==> src/rtl/buffer_tile_packer.sv <==
// buffer_tile_packer: packs a DATA_WIDTH element stream into TILE_WIDTH tile writes for the buffer file.
// Build option PACKER_ZERO_FILL_EN: pad every vector with zero tiles up to TILE_COUNT writes.
module buffer_tile_packer #(
   parameter int BUFFER_WIDTH = 1024,
   parameter int BUFFER_COUNT = 2,
   parameter int TILE_WIDTH   = 256,
   parameter int DATA_WIDTH   = 8,
   parameter int TILE_SIZE    = TILE_WIDTH / DATA_WIDTH,
   localparam int CAPACITY    = BUFFER_WIDTH / DATA_WIDTH,
   localparam int TILE_COUNT  = BUFFER_WIDTH / TILE_WIDTH,
   localparam int LEN_W       = $clog2(CAPACITY + 1),
   localparam int BUF_W       = $clog2(BUFFER_COUNT)
) (
   input  logic                  clk,
   input  logic                  reset_n,
   input  logic                  start,
   input  logic [BUF_W-1:0]      dest_buffer,
   input  logic [LEN_W-1:0]      length,
   input  logic                  elem_valid,
   input  logic [DATA_WIDTH-1:0] elem_data,
   output logic                  elem_ready,
   output logic                  buf_write_enable,
   output logic [TILE_WIDTH-1:0] buf_write_data,
   output logic [BUF_W-1:0]      buf_write_buffer,
   output logic                  buf_reset_indices_enable,
   output logic [BUF_W-1:0]      buf_reset_indices_buffer,
   output logic                  busy,
   output logic                  done,
   output logic                  error
);
   localparam int LANE_W = $clog2(TILE_SIZE);
   localparam int TCNT_W = $clog2(TILE_COUNT + 1);

   typedef enum logic [2:0] {
      S_IDLE,
      S_PACK,
      S_WRITE,
`ifdef PACKER_ZERO_FILL_EN
      S_FILL,
`endif
      S_DONE
   } state_t;

   state_t                state_q, state_d;
   logic [BUF_W-1:0]      dest_q, dest_d;
   logic [LEN_W-1:0]      len_q, len_d;
   logic [TILE_WIDTH-1:0] pack_q, pack_d;
   logic [LANE_W-1:0]     lane_q, lane_d;
   logic [LEN_W-1:0]      elem_cnt_q, elem_cnt_d;
   logic [TCNT_W-1:0]     tile_cnt_q, tile_cnt_d;
   logic                  first_q, first_d;
   logic                  wr_en_q, wr_en_d;
   logic                  rst_idx_q, rst_idx_d;
   logic                  busy_q, busy_d;
   logic                  done_q, done_d;
   logic                  error_q, error_d;

   logic                  start_ok;
   logic                  tile_full;
   logic                  last_elem;
   logic                  all_consumed;
   logic [TCNT_W-1:0]     tile_inc;

   assign start_ok     = (length != '0) && (length <= LEN_W'(CAPACITY));
   assign tile_full    = (lane_q == LANE_W'(TILE_SIZE - 1));
   assign last_elem    = (elem_cnt_q == len_q - LEN_W'(1));
   assign all_consumed = (elem_cnt_q == len_q);
   assign tile_inc     = tile_cnt_q + 1'b1;

   always_ff @(posedge clk or negedge reset_n) begin
      if (!reset_n) begin
         state_q    <= S_IDLE;
         dest_q     <= '0;
         len_q      <= '0;
         pack_q     <= '0;
         lane_q     <= '0;
         elem_cnt_q <= '0;
         tile_cnt_q <= '0;
         first_q    <= 1'b0;
         wr_en_q    <= 1'b0;
         rst_idx_q  <= 1'b0;
         busy_q     <= 1'b0;
         done_q     <= 1'b0;
         error_q    <= 1'b0;
      end else begin
         state_q    <= state_d;
         dest_q     <= dest_d;
         len_q      <= len_d;
         pack_q     <= pack_d;
         lane_q     <= lane_d;
         elem_cnt_q <= elem_cnt_d;
         tile_cnt_q <= tile_cnt_d;
         first_q    <= first_d;
         wr_en_q    <= wr_en_d;
         rst_idx_q  <= rst_idx_d;
         busy_q     <= busy_d;
         done_q     <= done_d;
         error_q    <= error_d;
      end
   end

   always_comb begin
      state_d = state_q;
      case (state_q)
         S_IDLE:  if (start && start_ok) state_d = S_PACK;
         S_PACK:  if (elem_valid && (tile_full || last_elem)) state_d = S_WRITE;
         S_WRITE: begin
            if (!all_consumed) begin
               state_d = S_PACK;
            end else begin
`ifdef PACKER_ZERO_FILL_EN
               state_d = (tile_inc == TCNT_W'(TILE_COUNT)) ? S_DONE : S_FILL;
`else
               state_d = S_DONE;
`endif
            end
         end
`ifdef PACKER_ZERO_FILL_EN
         S_FILL:  if (tile_inc == TCNT_W'(TILE_COUNT)) state_d = S_DONE;
`endif
         S_DONE:  state_d = S_IDLE;
         default: state_d = S_IDLE;
      endcase
   end

   // Datapath: pack register doubles as the write-data register, so it is cleared after each tile.
   always_comb begin
      dest_d     = dest_q;
      len_d      = len_q;
      pack_d     = pack_q;
      lane_d     = lane_q;
      elem_cnt_d = elem_cnt_q;
      tile_cnt_d = tile_cnt_q;
      first_d    = first_q;
      case (state_q)
         S_IDLE: begin
            if (start && start_ok) begin
               dest_d     = dest_buffer;
               len_d      = length;
               pack_d     = '0;
               lane_d     = '0;
               elem_cnt_d = '0;
               tile_cnt_d = '0;
               first_d    = 1'b1;
            end
         end
         S_PACK: begin
            if (elem_valid) begin
               pack_d[lane_q*DATA_WIDTH +: DATA_WIDTH] = elem_data;
               lane_d     = lane_q + 1'b1;
               elem_cnt_d = elem_cnt_q + 1'b1;
            end
         end
         S_WRITE: begin
            first_d    = 1'b0;
            pack_d     = '0;
            lane_d     = '0;
            tile_cnt_d = tile_inc;
         end
`ifdef PACKER_ZERO_FILL_EN
         S_FILL:  tile_cnt_d = tile_inc;
`endif
         default: ;
      endcase
   end

   always_comb begin
`ifdef PACKER_ZERO_FILL_EN
      wr_en_d = (state_d == S_WRITE) || (state_d == S_FILL);
`else
      wr_en_d = (state_d == S_WRITE);
`endif
      rst_idx_d = (state_d == S_WRITE) && first_q;
      busy_d    = (state_d != S_IDLE);
      done_d    = (state_d == S_DONE);
      error_d   = (state_q == S_IDLE) && start && !start_ok;
   end

   assign elem_ready               = (state_q == S_PACK);
   assign buf_write_enable         = wr_en_q;
   assign buf_write_data           = pack_q;
   assign buf_write_buffer         = dest_q;
   assign buf_reset_indices_enable = rst_idx_q;
   assign buf_reset_indices_buffer = dest_q;
   assign busy                     = busy_q;
   assign done                     = done_q;
   assign error                    = error_q;

endmodule

==> config.mk <==
export PLATFORM = sky130hd
export DESIGN_NAME = buffer_tile_packer
export DESIGN_NICKNAME = d
export VERILOG_FILES = /design/src/rtl/buffer_tile_packer.sv
export SDC_FILE = /design/constraint.sdc
export NUM_CORES = 1
export LEC_CHECK = 0
export CAP_MARGIN = 10
export CORE_MARGIN = 5
export CORE_UTILIZATION = 54
export DETAILED_ROUTE_END_ITERATION = 10
export GPL_TIMING_DRIVEN = 1
export PLACE_DENSITY = 0.83
export RECOVER_POWER = 50
export REMOVE_ABC_BUFFERS = 1
export SYNTH_ARGS = -nofsm -noshare
export SYNTH_HDL_FRONTEND = slang
export SYNTH_SLANG_ARGS = --single-unit
==> constraint.sdc <==
create_clock -name clk -period 5.1 [get_ports clk]
set_input_delay 0.765 -clock clk [delete_from_list [all_inputs] [get_ports clk]]
set_output_delay 0.765 -clock clk [all_outputs]
set_load 0.005 [all_outputs]
# After elaboration in Yosys (flattened, before gate mapping)
# Cells that the tools add are included.
# classes
n_addsub,4
n_lt_le_gt_ge,1
eq_ne,9
shifts,2
n_mux,16
reduce_logical,18
# ops
operator,count
256-bit case mux with 3 select lines,1
256-bit two-way mux,2
256-bit bitwise mux,1
"8-bit by 34-bit variable shift with 256-bit output, first input constant",1
8-bit by 34-bit indexed part select with 256-bit output,1
8-bit negation with 34-bit output,1
8-bit == test,2
8-bit two-way mux,2
8-bit case mux with 2 select lines,1
5-bit case mux with 3 select lines,1
5-bit two-way mux,2
"3-bit by 2-bit == test with 1-bit output, second input constant",3
3-bit case mux with 3 select lines,1
"8-bit by 1-bit adder with 8-bit output, second input constant",1
"8-bit <= comparator, second input constant",1
8-bit nonzero test,1
"8-bit by 1-bit subtractor with 8-bit output, second input constant",1
1-bit logical AND,6
3-bit two-way mux,2
3-bit AND reduction,2
3-bit nonzero test,2
"5-bit by 1-bit adder with 5-bit output, second input constant",1
"5-bit == test, second input constant",1
"2-bit != test, second input constant",2
9 further kinds,11
# totals
reg_bits,287
inputBits,21

# Logic depth before layout (Yosys ltp)
# logic_depth
word_depth,8
mapped_depth,13

# Worst setup path after synthesis
# OpenSTA, ideal clock, no wires.
# synth_path
path_type,reg-to-reg
startpoint,register lane_q[0]
endpoint,register pack_q[145] (netlist: buf_write_data[145])
arrival_ps,3093
path_slack_ps,1885
stages_incl_launch_ff,13
path_buffers,3
synth_period_minus_slack_ps,3215
cell_sequence,dfrtp_1 > buf_2 > inv_1 > ha_1 > clkbuf_1 > inv_1 > nor3_1 > ha_1 > nor3_1 > and2_0 > clkbuf_1 > a31oi_1 > a32o_1
# synth_via
elab_chain_len,5
word_cells_on_any_way,6
# synth_lines
element,line_no,rtl
"start, declared",48,"logic [LANE_W-1:0] lane_q, lane_d;"
"start signal, assigned",90,lane_q <= lane_d;
8-bit negation with 34-bit output (*),149,pack_d[lane_q*DATA_WIDTH +: DATA_WIDTH] = elem_data;
8-bit by 34-bit indexed part select with 256-bit output / 8-bit by 34-bit variable shift with 256-bit output (equally long branches),149,
256-bit bitwise mux (*),149,
256-bit two-way mux (*),148,if (elem_valid) begin
256-bit case mux with 3 select lines (*),135,case (state_q)
"end signal, assigned",89,pack_q <= pack_d;
"end, declared",47,"logic [TILE_WIDTH-1:0] pack_q, pack_d;"
# Mark *: on every way between the ends. The rest lies on a longest branch, timed or not. The select of a mux whose other input is x is not followed.
# A chain may end at the register's enable or synchronous reset.

# Final worst setup path
# layout_path
startpoint,register lane_q[0]
endpoint,register pack_q[52] (netlist: buf_write_data[52])
# Same word-level chain as after synthesis.

==> qor.csv <==
stage,metric,value,unit
status,outcome,"finished, violations left",
status,violations,"capacitance limit, slew limit",
die,die_w,158.0,um
synthesis,synth_cell_types,73,
synthesis,yosysMostFrequentCell,dfrtp_1,
clock_tree,clkLatencyLatePin,0.54,ns
grt,grt_overflow,0,
final_layout,syn_to_final_growth,34.87,%
clock_tree,tritoncts,yes,
synthesis,ys_ff_latch,287,
clock_tree,cts_buffers,28,
clock_tree,cts_root_buf,clkbuf_16,
route,totalWireLength,38420,um
clock_tree,clockBufferDepth,3,
grt,grtUsageTotal,30.22,%
final_layout,fin_nets,1245,
synthesis,syn_avg_cell_area,12.56,um^2
synthesis,ys_warn_count,0,
route,firstDrtPassIters,5,
sta,fin_crit,3.855,ns
critical_path,cp_max_fo,15,
placement,place_hpwl,25690,um
critical_path,critPathArrivalTime,4.27,ns
grt,grt_max_degree,123,
route,vias_per_cell,6.453,
clock_tree,cts_setup_buffers,0,
critical_path,worst_ep_required_time,5.52,ns
critical_path,criticalPathCategory,register to register,
sta,tns,0,ns
sta,finalHoldViolCount,0,
grt,antenna_found_initial,1,
placement,routabilityCongestion,0.9171,
critical_path,worst_setup_path_start_kind,register,
sta,rsz0062_at_grt,no,
clock_tree,htree_levels,1,
run,cap_viol_max_count,2,
clock_tree,clock-sinks,287,
die,fp.dieH,158.0,um
final_layout,fill_cells,1441,
route,drt_iter0_drc,835,
synthesis,synth_top_area_share,60.75,%
grt,grt_pass1_wl,58530,um
sta,setup_viol,0,
sta,period_share,75.58,%
die,num_rows,54,
final_layout,multiInputGateArea,4264,um^2
final_layout,final_design_area_no_fill,15950,um^2
final_layout,drive_above_1_share,8.226,%
clock_tree,hold_buffers,0,
clock_tree,cts-resized-gates,0,
die,initial_utilization,54.51,%
sta,slew_viol_final,152,
sta,tightest_slew,3.039,ns
min_path,hold_path.class,register to register,
synthesis,synth_top_area_cell,dfrtp_1,
synthesis,synth.area.top_cells,"dfrtp_1 (61%), o2bb2ai_1 (7.3%), a22o_1 (5.4%)",
grt,first_global_vias,9928,
route,detail_route.wl_per_cell,25.26,um
placement,placed_cell_area,14930,um^2
power,p_per_area,345.7,nW/um^2
synthesis,synth_common_cells,"dfrtp_1 (287), o2bb2ai_1 (98), a22o_1 (73), nand2_1 (55), clkbuf_1 (47)",
synthesis,syn_inst,941,
sta,clock_skew,0.008725,ns
power,leakagePower,7.249,nW
die,pin_count,285,
route,vias,9815,
synthesis,synth-edff-count,0,
die,core,21690,um^2
synthesis,async_flop_share,100.0,%
synthesis,synthFlopType,dfrtp_1,
critical_path,worstSetupEndpointType,register,
power,peakVddDrop,0.2770,mV
sta,max_slew_margin,-102.6,%
synthesis,syn_area,11820,um^2
placement,io_buffer_count,284,
route,drc_errors,0,
die,die_area,24950,um^2
route,antenna_violating_nets_post_route,0,
synthesis,ys_seq_area_share,60.75,%
final_layout,seqCellArea,7182,um^2
clock_tree,clk_pin_slew,0.06,ns
sta,fmax,259.4,MHz
## cells in the final DEF (no fill, tap or decap), types with 17 or more instances in the layout
master and n:
dfrtp_1 287, clkdlybuf4s50_1 153, dlygate4sd3_1 130, o2bb2ai_1 98, a22o_1 73, nand2_1 55
a32o_1 45, inv_1 36, clkbuf_16 29, nor2_1 27, o22ai_1 24, nor3_1 18
o21ai_0 17
## power breakdown
group / leakage, nW / switching, mW / internal [mW] / total [mW]
Combinational: 2.76 / 0.666 / 0.247 / 0.913
Clock: 0.504 / 0.880 / 1.34 / 2.22
Sequential: 3.98 / 0.0648 / 2.31 / 2.38
Total: 7.25 / 1.61 / 3.90 / 5.51
## through the flow
stage	hold WS (ns)	util (%)	worst slack, ns	power (mW)	std cells
2_1_floorplan	0.4562	-	0.06683	2.926	884
6_report	0.4815	73.52	1.245	5.512	1521
3_5_place_dp	0.4729	68.86	1.199	3.292	1466
4_1_cts	0.3430	73.48	1.371	5.499	1518
5_1_grt	0.4984	73.51	0.5620	5.702	1520
3_3_place_gp	0.4683	68.86	1.250	3.271	1466
## registers in the layout (all words and copies together) (netlist names)
name                      count
buf_reset_indices_enable      1
error                         1
buf_write_data              256
state_q                       3
lane_q                        5
done                          1
busy                          1
buf_reset_indices_buffer      1
first_q                       1
elem_cnt_q                    8
buf_write_enable              1
len_q                         8
## cell type report
cell class,count,area share [%]
well taps,280,2.197
inverters,37,0.8710
clock buffers,39,5.226
flip-flops and latches,287,45.04
multi-input cells,560,26.74
diodes,1,0.01569
clock inverters,13,1.059
repair buffers,304,18.85
## worst max-delay path, cell delays in order, from the launching register on
cell and delay (ns):
dfrtp_1 0.59, inv_1 0.12, ha_1 0.36, inv_1 0.16
nor3_1 0.06, ha_1 0.53, clkinv_1 0.26, or3_1 0.46
a21oi_1 0.45, a31oi_1 0.39, a32o_1 0.35
## cells by family after synthesis
group | synth area share, %
and+or+nand+nor | 7.969
adders and majority gates | 0.6350
DFF | 60.75
muxes | 0.6561
AOI/OAI and AO/OA | 25.26
other | 0.03172
buffers and inverters | 3.291
xor gates and xnor gates | 1.408
## worst paths after layout
kind / startpoint / end / slack, ns / cells past startpoint
hold / removal: buf_write_data[43] / buf_write_data[43] / 0.48 / 1
setup / recovery: lane_q[0] / buf_write_data[52] / 1.25 / 10
max in group asynchronous: reset_n / buf_write_data[4] / 1.33 / 2
setup reg to reg: lane_q[0] / buf_write_data[52] / 1.25 / 10
hold reg to reg: buf_write_data[43] / buf_write_data[43] / 0.48 / 1
min in group asynchronous: reset_n / buf_write_data[76] / 1.16 / 1
## layer usage
layer | routed length (um) | vias up | share of wire (%) | GRT usage [%]
li1 | - | 4200 | - | -
met1 | 15090 | 4937 | 39 | 42.02
met2 | 18030 | 579 | 47 | 47.00
met3 | 3699 | 99 | 9.6 | 6.561
met4 | 1590 | 0 | 4.1 | 12.02
met5 | 0 | - | 0 | 0
Power figures use the tool's default switching activity.
